`config.mk`:
```
export PLATFORM = sky130hd
export DESIGN_NAME = bcd_clock_hms
export DESIGN_NICKNAME = d
export VERILOG_FILES = /design/src/rtl/bcd_clock_hms.sv
export SDC_FILE = /design/constraint.sdc
export NUM_CORES = 1
export LEC_CHECK = 0
export CORE_ASPECT_RATIO = 1.1
export CORE_MARGIN = 5
export CORE_UTILIZATION = 30
export CTS_BUF_LIST = sky130_fd_sc_hd__clkbuf_4
export DETAILED_ROUTE_END_ITERATION = 10
export GPL_TIMING_DRIVEN = 0
export SLEW_MARGIN = 10
export SYNTH_ARGS = -nofsm -noshare
export SYNTH_HDL_FRONTEND = slang
export SYNTH_SLANG_ARGS = --single-unit
```
`constraint.sdc`:
```
create_clock -name clk -period 2.5 [get_ports clk]
set_input_delay 0.5 -clock clk [delete_from_list [all_inputs] [get_ports clk]]
set_output_delay 0.5 -clock clk [all_outputs]
set_load 0.01 [all_outputs]
```
`src/rtl/bcd_clock_hms.sv`:
```
// 24-hour BCD HH:MM:SS counter advanced by a synchronised 1 Hz tick, with front-panel set pulses.
// Define ALARM_EN to add the alarm compare (al_set/al_hh/al_mm in, alarm out).
module bcd_clock_hms #(
  parameter int unsigned SYNC_STAGES = 2,
  parameter int unsigned MAX_HOUR    = 23
) (
  input  logic       clk,
  input  logic       rstn,
  input  logic       clk_1hz,
  input  logic       run,
  input  logic       inc_min,
  input  logic       inc_hr,
  input  logic       clr_sec,
`ifdef ALARM_EN
  input  logic       al_set,
  input  logic [7:0] al_hh,
  input  logic [7:0] al_mm,
  output logic       alarm,
`endif
  output logic [7:0] hh,
  output logic [7:0] mm,
  output logic [7:0] ss,
  output logic       sec_pulse,
  output logic       day_wrap
);

  localparam logic [7:0] HourMax = 8'(((MAX_HOUR / 10) << 4) | (MAX_HOUR % 10));
  localparam logic [7:0] MinMax  = 8'h59;

  function automatic logic [7:0] bcd_inc(input logic [7:0] v, input logic [7:0] top);
    if (v == top) return 8'h00;
    if (v[3:0] == 4'd9) return {v[7:4] + 4'd1, 4'd0};
    return {v[7:4], v[3:0] + 4'd1};
  endfunction

  logic [SYNC_STAGES-1:0] sync_q, fill_q;
  logic                   prev_q, armed_q, armed_d;
  logic                   tick;
  logic [7:0]             hh_q, hh_d, mm_q, mm_d, ss_q, ss_d;
  logic                   sec_pulse_q, day_wrap_q, day_wrap_d;
  logic                   ss_carry, mm_carry;

  // Edges only count once a synchronised low has been seen after reset, so a clk_1hz that is
  // already high at release cannot masquerade as a rising edge.
  assign armed_d = armed_q | (fill_q[SYNC_STAGES-1] & ~sync_q[SYNC_STAGES-1]);
  assign tick    = sync_q[SYNC_STAGES-1] & ~prev_q & armed_q & run;

  always_ff @(posedge clk or negedge rstn) begin
    if (!rstn) begin
      sync_q      <= '0;
      fill_q      <= '0;
      prev_q      <= 1'b0;
      armed_q     <= 1'b0;
      hh_q        <= 8'h00;
      mm_q        <= 8'h00;
      ss_q        <= 8'h00;
      sec_pulse_q <= 1'b0;
      day_wrap_q  <= 1'b0;
    end else begin
      sync_q      <= {sync_q[SYNC_STAGES-2:0], clk_1hz};
      fill_q      <= {fill_q[SYNC_STAGES-2:0], 1'b1};
      prev_q      <= sync_q[SYNC_STAGES-1];
      armed_q     <= armed_d;
      hh_q        <= hh_d;
      mm_q        <= mm_d;
      ss_q        <= ss_d;
      sec_pulse_q <= tick;
      day_wrap_q  <= day_wrap_d;
    end
  end

  // Set pulses win over carries on their own field and absorb the carry.
  always_comb begin
    ss_d       = ss_q;
    mm_d       = mm_q;
    hh_d       = hh_q;
    ss_carry   = 1'b0;
    mm_carry   = 1'b0;
    day_wrap_d = 1'b0;
    if (clr_sec) begin
      ss_d = 8'h00;
    end else if (tick) begin
      ss_carry = (ss_q == MinMax);
      ss_d     = bcd_inc(ss_q, MinMax);
    end
    if (inc_min) begin
      mm_d = bcd_inc(mm_q, MinMax);
    end else if (ss_carry) begin
      mm_carry = (mm_q == MinMax);
      mm_d     = bcd_inc(mm_q, MinMax);
    end
    if (inc_hr) begin
      hh_d = bcd_inc(hh_q, HourMax);
    end else if (mm_carry) begin
      day_wrap_d = (hh_q == HourMax);
      hh_d       = bcd_inc(hh_q, HourMax);
    end
  end

  assign hh        = hh_q;
  assign mm        = mm_q;
  assign ss        = ss_q;
  assign sec_pulse = sec_pulse_q;
  assign day_wrap  = day_wrap_q;

`ifdef ALARM_EN
  logic [7:0] al_hh_q, al_hh_d, al_mm_q, al_mm_d;
  logic       al_armed_q, al_armed_d, alarm_q, alarm_d;
  logic [5:0] al_cnt_q, al_cnt_d;
  logic       al_hit;

  // Out-of-range alarm values can never equal the counter, so no explicit validity check.
  assign al_hit = al_armed_q & tick & (hh_d == al_hh_q) & (mm_d == al_mm_q) & (ss_d == 8'h00);

  always_comb begin
    al_hh_d    = al_hh_q;
    al_mm_d    = al_mm_q;
    al_armed_d = al_armed_q;
    alarm_d    = alarm_q;
    al_cnt_d   = al_cnt_q;
    if (al_set) begin
      al_hh_d    = al_hh;
      al_mm_d    = al_mm;
      al_armed_d = 1'b1;
      alarm_d    = 1'b0;
      al_cnt_d   = 6'd0;
    end else if (al_hit) begin
      alarm_d  = 1'b1;
      al_cnt_d = 6'd0;
    end else if (alarm_q && tick) begin
      if (al_cnt_q == 6'd59) begin
        alarm_d  = 1'b0;
        al_cnt_d = 6'd0;
      end else begin
        al_cnt_d = al_cnt_q + 6'd1;
      end
    end
  end

  always_ff @(posedge clk or negedge rstn) begin
    if (!rstn) begin
      al_hh_q    <= 8'h00;
      al_mm_q    <= 8'h00;
      al_armed_q <= 1'b0;
      alarm_q    <= 1'b0;
      al_cnt_q   <= 6'd0;
    end else begin
      al_hh_q    <= al_hh_d;
      al_mm_q    <= al_mm_d;
      al_armed_q <= al_armed_d;
      alarm_q    <= alarm_d;
      al_cnt_q   <= al_cnt_d;
    end
  end

  assign alarm = alarm_q;
`endif

endmodule
```
==> results of run 1 <==
==> cell families after synthesis <==
kind of cell | after synthesis
and+or+nand+nor | 55
AOI/OAI and AO/OA | 40
DFF | 32
adders and majority gates | 12
buffers and inverters | 10
muxes | 3
other | 1
==> registers in the layout, indices dropped and copies added, names as in the netlist <==
| signal | flops |
|---|---|
| hh | 8 |
| mm | 8 |
| ss | 8 |
| fill_q | 2 |
| sync_q | 2 |
| armed_q | 1 |
| day_wrap | 1 |
| prev_q | 1 |
| sec_pulse | 1 |
==> metal layers <==
layer / track usage / vias up / wire, um
met5: 0 / - / 0
met4: 0.0516 / 0 / 61
met3: 0.0343 / 8 / 204
met2: 0.146 / 35 / 1350
met1: 0.115 / 583 / 1480
li1: - / 619 / -
==> metrics by stage <==
stage	power, mW	instances
global route	1.81	265
floorplan	1.01	153
CTS	1.71	265
global placement	1.29	257
finish	1.68	265
detailed placement	1.30	257
==> report_power, final <==
| part | leakage, nW | switching (mW) | internal, mW | total [mW] |
|---|---|---|---|---|
| clock | 0.0456 | 0.175 | 0.220 | 0.396 |
| combinational | 0.463 | 0.224 | 0.297 | 0.521 |
| sequential | 0.410 | 0.145 | 0.619 | 0.763 |
| total | 0.919 | 0.544 | 1.14 | 1.68 |
==> synthesized netlist by cell type <==
| master | number |
|---|---|
| a211o_1 | 1 |
| a21bo_2 | 1 |
| a21o_1 | 2 |
| a21o_2 | 2 |
| a21oi_1 | 8 |
| and2_1 | 1 |
| and2b_2 | 1 |
| and3b_1 | 4 |
| and3b_2 | 1 |
| conb_1 | 1 |
| dfrtp_1 | 32 |
| ha_1 | 12 |
| inv_1 | 10 |
| mux2_2 | 2 |
| mux2i_1 | 1 |
| nand2_1 | 14 |
| nand2b_1 | 2 |
| nand3_1 | 7 |
| nand3b_1 | 2 |
| nand4b_1 | 1 |
| nand4b_4 | 1 |
| nor2_1 | 9 |
| nor2_2 | 1 |
| nor2b_1 | 1 |
| nor3_1 | 6 |
| nor4b_1 | 1 |
| nor4b_4 | 1 |
| o21ai_0 | 18 |
| o21ai_1 | 1 |
| o31ai_1 | 5 |
| o41ai_1 | 2 |
| or3_1 | 1 |
| or4b_1 | 1 |
==> final cells by class <==
type,count,share of cell area
tap,72,0.0432
multi-input combinational,111,0.365
sequential,32,0.384
clock buffer,6,0.0216
inverter,10,0.0180
clock inverter,2,0.0168
timing repair buffer,32,0.151
==> worst max-delay path, cell delays in order <==
cell             delay (ns)
clkdlybuf4s50_1        0.50
nand4b_4               0.19
nor4b_4                0.43
a21oi_1                0.28
or3_1                  0.40
o21ai_0                0.07
==> worst min-delay path by stage <==
stage	end	from	slack, ns	cells after the start
floorplan	armed_q	rstn	0.20	0
global placement	fill_q[1]	fill_q[0]	0.33	0
detailed placement	fill_q[1]	fill_q[0]	0.33	0
CTS	sec_pulse	rstn	0.23	1
global route	sec_pulse	rstn	0.25	1
finish	armed_q	rstn	0.22	1
==> results.ini, run 1 <==
[floorplanning]
fp.coreArea_sq_um=5100
core.rowCount=27
die_area_sq_um=6890
ios=33
fp.dieH_um=86.6
initial_core_util=0.313
die_x_um=79.6

[synthesis]
synthMuxAreaShare=0.0203
synth_seq_area_share=0.501
ys_seq_elements=32
yosys.area_share.simple=0.208
synthCells=153
synth_compound_area_frac=0.151
yosysWarnings=0
yosysUniqueCellTypes=33
synthTopCellsByArea=dfrtp_1 (50%), ha_1 (9.4%), o21ai_0 (5.6%), nand2_1 (3.3%), a21oi_1 (2.5%)
syn-num-nets=172
synth_top_family_by_area=simple AND/OR/NAND/NOR gates
synth_top_area_frac=0.501
synth.avg_cell_area_sq_um=10.5
synthAdderAreaFrac=0.0939
synth_top_cell_by_area=dfrtp_1
synth-xor-area-share=0
syn_area_sq_um=1600

[route]
route.detailed.drc=0
via_count=1245
dr.pass1.iters=4
via_per_inst=4.70
wirelength_mm=3.09
drt_iter0_drc=33
antenna_left=0
wl_per_cell_um=11.7

[layout]
final_util=0.409
antenna_cells=0
multi_input_area_sq_um=761
stdcell_area_sq_um=2080
final_cell_mix=dfrtp_1 (32), clkdlybuf4s50_1 (31), o21ai_0 (18)
register_area_sq_um=801
syn2layout_area_growth_pct=30.4
final_layout_size_suffix_gt1_frac=0.0984
mostFrequentLayoutCell=dfrtp_1
final_nets=211
nFillCells=511

[cts]
cts_tree=built
clock_sinks=32
htree_num_levels=2
clk_pin_slew_worst_paths_ns=0.10
clock_latency_ns=0.33
cts_made_buffers=5
cts-resized-gates=0
postCtsSetupBuffers=0
cts.path.max_buffers=2
ctsHoldBuffers=0
root_buffer=clkbuf_4

[timing]
timing.setup.tns_ns=0
hold_viol_final=0
relSlewSlack=0.515
setup_viol=0
whs_ns=0.217
rsz0062_at_grt=false
period_share=0.849
worst_pin_slew_ns=0.728
fin_ws_ns=0.379
fmax_ghz=0.471
maxSlewViolCount=0
timing.final.crit_period_ns=2.12
skew_ns=0.0103

[pwr]
power_leakage_nw=0.919
peakVddDrop_mv=0.490
p_per_area_nw_per_um2=806

[worst_setup_path]
end_kind=flop
arrival_ns=2.38
reg2reg_to=hh[3]
r2r_cells=7
crit_type=input pin to flop
worstSetupStartpoint=run
endpoint=hh[3]
reg2reg_from=ss[1]
r2r_slack_ns=0.40
cp_max_fo=8
critPathRequiredTime_ns=2.75
crit_path_start_kind=input pin

[global_routing]
grt_pass1_vias=1125
grt_pass1_wl_mm=5.00
antenna_found_initial=0
grt-ovfl-total=0
grt_usage=0.0948
grt_max_degree=33

[place]
placed_cell_area_sq_um=2000
gp_congestion=0.792
portBuffers=32
dp_hpwl_mm=2.24
pre_cts_ws_ns=0.0319

[job]
max_cap_violations=0

[status]
status=finished clean

[hold_path]
min_path_type=input pin to asynchronous set/reset pin

(Power assumes the default switching activity.)
==> run 2, diff against run 1 <==
Clock period 2.5 ns to 1.76 ns, I/O delays scaled along.
==> results.ini, run 2 (same netlist as run 1, synthesis figures left out) <==
[route]
route.detailed.drc=0  ; unchanged
wirelength_mm=3.51  ; was 3.09 mm
via_per_inst=4.75  ; was 4.70
wl_per_cell_um=12.4  ; was 11.7 um
drt_iter0_drc=37  ; was 33
via_count=1349  ; was 1245
dr.pass1.iters=4  ; unchanged
antenna_left=0  ; unchanged

[floorplanning]
die_area_sq_um=6890  ; unchanged
fp.dieH_um=86.6  ; unchanged
core.rowCount=27  ; unchanged
ios=33  ; unchanged
fp.coreArea_sq_um=5100  ; unchanged
initial_core_util=0.313  ; unchanged
die_x_um=79.6  ; unchanged

[status]
violations=negative setup slack
status=finished, violations left  ; was finished clean

[worst_setup_path]
crit_path_start_kind=flop  ; was input pin
cp_cell_sequence=ha_2, and3b_2, nor4b_4, buf_4, nor2_4, and2b_2, mux2_4  ; was clkdlybuf4s50_1, nand4b_4, nor4b_4, a21oi_1, or3_1, o21ai_0
path_buf_inv=1  ; unchanged
slowest_delay_ns=0.40  ; was 0.50 ns
reg2reg_from=ss[0]  ; was ss[1]
cp_slowest_cell=dfrtp_1  ; was clkdlybuf4s50_1
critPathRequiredTime_ns=1.98  ; was 2.75 ns
worstSetupStartpoint=ss[0]  ; was run
arrival_ns=2.08  ; was 2.38 ns
end_kind=flop  ; unchanged
cp_max_fo=5  ; was 8
crit_type=flop to flop  ; was input pin to flop
cpLargestDelayFamily=simple AND/OR/NAND/NOR gates  ; unchanged

[pwr]
internal_power_mw=1.74  ; was 1.14 mW
combPwrFrac=0.374  ; was 0.310
switching_share=0.328  ; was 0.324
peakVddDrop_mv=0.722  ; was 0.490 mV
p_per_area_nw_per_um2=1100  ; was 806 nW/um^2
power_leakage_nw=1.13  ; was 0.919 nW
p_switching_mw=0.852  ; was 0.544 mW
finalPower_mw=2.59  ; was 1.68 mW
seqPwrFrac=0.408  ; was 0.454
power_frac_clock=0.218  ; was 0.235

[timing]
period_share=1.05
worst_pin_slew_ns=0.718  ; was 0.728 ns
maxSlewViolCount=0  ; unchanged
rsz0062_at_grt=true  ; was false
timing.final.crit_period_ns=1.85
skew_ns=0.0133  ; was 0.0103 ns
relSlewSlack=0.522  ; was 0.515
hold_viol_final=0  ; unchanged
timing.setup.tns_ns=-0.371  ; was 0 ns
setup_viol=9  ; was 0
fin_ws_ns=-0.0938  ; was 0.379 ns
fmax_ghz=0.539

[place]
dp.cells=257  ; unchanged
dp_hpwl_mm=2.27  ; was 2.24 mm
gp_congestion=0.754  ; was 0.792
portBuffers=32  ; unchanged

[layout]
final_cell_count_no_fill=284  ; was 265
final_cell_mix=dfrtp_1 (29), clkdlybuf4s50_1 (25), buf_4 (17)  ; was dfrtp_1 (32), clkdlybuf4s50_1 (31), o21ai_0 (18)
syn2layout_area_growth_pct=47.2  ; was 30.4%
mostFrequentLayoutCell=dfrtp_1  ; unchanged
final_layout_size_suffix_gt1_frac=0.274  ; was 0.0984
antenna_cells=0  ; unchanged
final_nets=230  ; was 211

[global_routing]
grt_pass1_vias=1313  ; was 1125
antenna_found_initial=0  ; unchanged
grt_pass1_wl_mm=5.96  ; was 5.00 mm
grt_max_degree=33  ; unchanged
grt-ovfl-total=0  ; unchanged
grt_usage=0.110  ; was 0.0948

[cts]
ctsHoldBuffers=0  ; unchanged
cts_made_buffers=5  ; unchanged
root_buffer=clkbuf_4  ; unchanged
cts.path.max_buffers=2  ; unchanged
clock_latency_ns=0.33  ; about the same
clock_sinks=32  ; unchanged
htree_num_levels=2  ; unchanged
clk_pin_slew_worst_paths_ns=0.11  ; was 0.10 ns
cts_tree=built  ; unchanged

[hold_path]
min_path_type=input pin to asynchronous set/reset pin  ; unchanged

[job]
max_cap_violations=0  ; unchanged

[run 2: cell types whose count changed in the layout (fill, tap and decap cells not counted), moves of 3 or more]
cell and change:
buf_4 +17, and3b_1 -3, o21ai_0 -8, dfrtp_1 -3, dlymetal6s2s_1 +6, clkdlybuf4s50_1 -6, o21ai_1 +5, and3b_2 +3
dfrtp_2 +3
[run 2: stage by stage]
stage          worst slack (ns)  instance area (sq um)  hold slack (ns)  utilization
2_1_floorplan            -0.157                   1600           0.0564            -
3_5_place_dp             -0.564                   2000            0.337        0.393
4_1_cts                  -0.119                   2240           0.0829        0.440
5_1_grt                  -0.193                   2350            0.115        0.461
3_3_place_gp             -0.564                   2010            0.332        0.394
6_report                -0.0938                   2350           0.0643        0.461
[run 2: final cells by class]
type / count / area [sq um]
clock buffers: 6 / 45.0
clock inverters: 2 / 35.0
fillers: 474 / 2750
inverters: 10 / 37.5
multi-input cells: 111 / 861
flip-flops and latches: 32 / 805
well taps: 72 / 90.1
repair buffers: 51 / 480
[run 2: worst paths after layout]
| check | endpoint | slack, ns | cells after the start |
|---|---|---|---|
| hold reg to reg | fill_q[1] | 0.36 | 0 |
| hold / removal | mm[2] | 0.06 | 1 |
| max in group asynchronous | hh[2] | 1.19 | 1 |
| min in group clk | fill_q[1] | 0.36 | 0 |
| setup reg to reg | mm[2] | -0.09 | 7 |
| setup / recovery | mm[2] | -0.09 | 7 |
[run 2: layer usage]
metal  vias to the layer above  wire length (um)  track usage
li1                        663                 -            -
met1                       658              1600        0.129
met2                        26              1710        0.185
met3                         2               179       0.0353
met4                         0                27       0.0406
met5                         -                 0            0
[run 2: power by group through the flow]
stage                     registers, mW  clock network, mW  logic (mW)
after floorplan                    1.12                  0       0.315
after global placement             1.09                  0       0.744
after detailed placement           1.10                  0       0.749
after CTS                          1.05              0.590       0.914
after global routing               1.09              0.618        1.07
final                              1.06              0.564       0.970
[run 2: repair_timing]
action	4_1_cts	5_1_grt
buffers inserted	13	6
endpoints found under the setup margin	14	24
pin swaps	6	7
hold endpoints to repair	0	0
gates resized for setup	21	22
==> run 3, diff against run 2 <==
--- a/config.mk
+++ b/config.mk
@@ -7,5 +7,5 @@
 export LEC_CHECK = 0
 export CORE_ASPECT_RATIO = 1.1
-export CORE_MARGIN = 5
+export CORE_MARGIN = 3
 export CORE_UTILIZATION = 30
 export CTS_BUF_LIST = sky130_fd_sc_hd__clkbuf_4
@@ -16,2 +16,3 @@
 export SYNTH_HDL_FRONTEND = slang
 export SYNTH_SLANG_ARGS = --single-unit
+export TNS_END_PERCENT = 10
==> constraint.sdc (replaced) <==
create_clock -name clk -period 1.76 [get_ports clk]
set_input_delay 0.352 -clock clk [delete_from_list [all_inputs] [get_ports clk]]
set_output_delay 0.352 -clock clk [all_outputs]
set_load 0.02 [all_outputs]
==> results.ini, run 3 (same netlist as run 1, synthesis figures left out) <==
[timing]
whs_ns=0.0677  ; was 0.0643 ns
rsz0062_at_grt=true  ; unchanged
period_share=1.05  ; about the same
skew_ns=0.00702  ; was 0.0133 ns
fmax_ghz=0.542  ; was 0.539 GHz
fin_ws_ns=-0.0858  ; was -0.0938 ns
maxSlewViolCount=0  ; unchanged
hold_viol_final=0  ; unchanged
setup_viol=7  ; was 9
worst_pin_slew_ns=0.724  ; was 0.718 ns
relSlewSlack=0.517  ; was 0.522
timing.final.crit_period_ns=1.85  ; about the same

[cts]
cts.path.max_buffers=2  ; unchanged
cts_tree=built  ; unchanged
clock_latency_ns=0.32  ; was 0.33 ns
clock_sinks=32  ; unchanged
cts_made_buffers=5  ; unchanged
clk_pin_slew_worst_paths_ns=0.10  ; was 0.11 ns
htree_num_levels=2  ; unchanged
root_buffer=clkbuf_4  ; unchanged
ctsHoldBuffers=0  ; unchanged

[worst_setup_path]
cp_cell_sequence=ha_4, and3b_2, nor4b_4, nor2_2, and2b_2, mux2_4  ; was ha_2, and3b_2, nor4b_4, buf_4, nor2_4, and2b_2, mux2_4
critPathRequiredTime_ns=1.98  ; about the same
arrival_ns=2.07  ; was 2.08 ns
cp_max_fo=7  ; was 5
cp_slowest_cell=dfrtp_2  ; was dfrtp_1
crit_path_start_kind=flop  ; unchanged
slowest_delay_ns=0.44  ; was 0.40 ns
crit_type=flop to flop  ; unchanged
end_kind=flop  ; unchanged
r2r_slack_ns=-0.09  ; about the same

[pwr]
seqPwrFrac=0.441  ; was 0.408
power_leakage_nw=1.18  ; was 1.13 nW
switching_share=0.381  ; was 0.328
p_per_area_nw_per_um2=1080  ; was 1100 nW/um^2
p_switching_mw=0.915  ; was 0.852 mW
power_frac_clock=0.156  ; was 0.218
finalPower_mw=2.40  ; was 2.59 mW
internal_power_mw=1.49  ; was 1.74 mW
peakVddDrop_mv=0.719  ; was 0.722 mV
combPwrFrac=0.403  ; was 0.374

[global_routing]
grt_pass1_wl_mm=5.59  ; was 5.96 mm
antenna_found_initial=0  ; unchanged
grt_usage=0.118  ; was 0.110
grt_max_degree=33  ; unchanged
grt_busiest_layer=met2  ; unchanged
grt_pass1_vias=1205  ; was 1313
grt_use_met2=0.197  ; was 0.185
grt-ovfl-total=0  ; unchanged
use_met3=0.0412  ; was 0.0353
grt_use_met1=0.143  ; was 0.129

[layout]
stdcell_area_sq_um=2230  ; was 2350 sq um
antenna_cells=0  ; unchanged
mostFrequentLayoutCell=dfrtp_1  ; unchanged
syn2layout_area_growth_pct=39.4  ; was 47.2%
final_layout_size_suffix_gt1_frac=0.234  ; was 0.274
final_util=0.440  ; was 0.461
final_cell_mix=dfrtp_1 (28), buf_4 (19), nand2_1 (14)  ; was dfrtp_1 (29), clkdlybuf4s50_1 (25), buf_4 (17)
final_nets=228  ; was 230

[route]
via_per_inst=5.02  ; was 4.75
drt_iter0_drc=10  ; was 37
wirelength_mm=3.44  ; was 3.51 mm
dr.pass1.iters=4  ; unchanged
antenna_left=0  ; unchanged
route.detailed.drc=0  ; unchanged
via_count=1341  ; was 1349
wl_per_cell_um=12.9  ; was 12.4 um

[floorplanning]
fp.coreArea_sq_um=5070  ; was 5100 sq um
die_area_sq_um=6240  ; was 6890 sq um
core.rowCount=27  ; unchanged
fp.dieH_um=82.6  ; was 86.6 um
initial_core_util=0.316  ; was 0.313
ios=33  ; unchanged
die_x_um=75.6  ; was 79.6 um

[hold_path]
min_path_type=input pin to asynchronous set/reset pin  ; unchanged

[place]
pre_cts_ws_ns=-0.527  ; was -0.564 ns
portBuffers=32  ; unchanged
dp_hpwl_mm=2.27  ; about the same
placed_cell_area_sq_um=2010  ; was 2000 sq um
gp_congestion=0.772  ; was 0.754

[status]
violations=negative setup slack  ; unchanged
status=finished, violations left  ; unchanged

[job]
max_cap_violations=0  ; unchanged

-- run 3: changes by cell type in the layout (fill, tap and decap cells not counted), moves of 2 or more --
cell	previous run	this run
dlymetal6s2s_1	6	8
nand2_1	12	14
ha_2	2	0
buf_4	17	19
buf_6	2	0
clkinv_1	0	2
clkdlybuf4s50_1	25	9
o21ai_0	10	12
o21ai_2	2	0
dlygate4sd2_1	0	12
-- run 3: cell type report --
| type | instances | area (sq um) |
|---|---|---|
| clock inverters | 2 | 7.51 |
| inverters | 10 | 37.5 |
| fillers | 501 | 2840 |
| repair buffers | 49 | 443 |
| flip-flops and latches | 32 | 806 |
| well taps | 58 | 72.6 |
| clock buffers | 5 | 37.5 |
| multi-input cells | 111 | 826 |
-- run 3: through the flow --
step           instances  setup TNS [ns]
5_1_grt              267           -2.16
3_3_place_gp         243          -17.41
6_report             267          -0.328
4_1_cts              265          -0.395
2_1_floorplan        153          -0.562
3_5_place_dp         243           -6.36
-- run 3: repair_timing --
| item | CTS | global route |
|---|---|---|
| pin swaps | 5 | 1 |
| gates cloned | 0 | 0 |
| gates resized for setup | 25 | 15 |
| endpoints found under the setup margin | 25 | 22 |
| setup buffers | 15 | 2 |
-- run 3: power by group through the flow --
stage	clock network (mW)	logic, mW	registers, mW
final	0.374	0.968	1.06
after floorplan	0	0.325	1.22
after CTS	0.397	0.964	1.05
after detailed placement	0	0.870	1.10
after global routing	0.429	1.07	1.09
after global placement	0	0.857	1.09
-- run 3: worst max-delay path: cells and delay by family, from the launching register on --
family | cells | cell delay (ns)
and+or+nand+nor | 4 | 0.86
DFF | 1 | 0.44
muxes | 1 | 0.29
adders and majority gates | 1 | 0.16
-- run 3: per-layer routing --
layer	up-vias	share of wire
li1	658	-
met1	638	0.44
met2	38	0.50
met3	7	0.050
met4	0	0.013
met5	-	0
-- run 3: worst paths after layout --
path	startpoint	end	cells after the start
max reg2reg	ss[0]	mm[2]	6
min	rstn	ss[6]	1
max	ss[0]	mm[2]	6
max in group asynchronous	rstn	mm[4]	1
min reg2reg	sync_q[0]	sync_q[1]	0
min in group clk	sync_q[0]	sync_q[1]	0
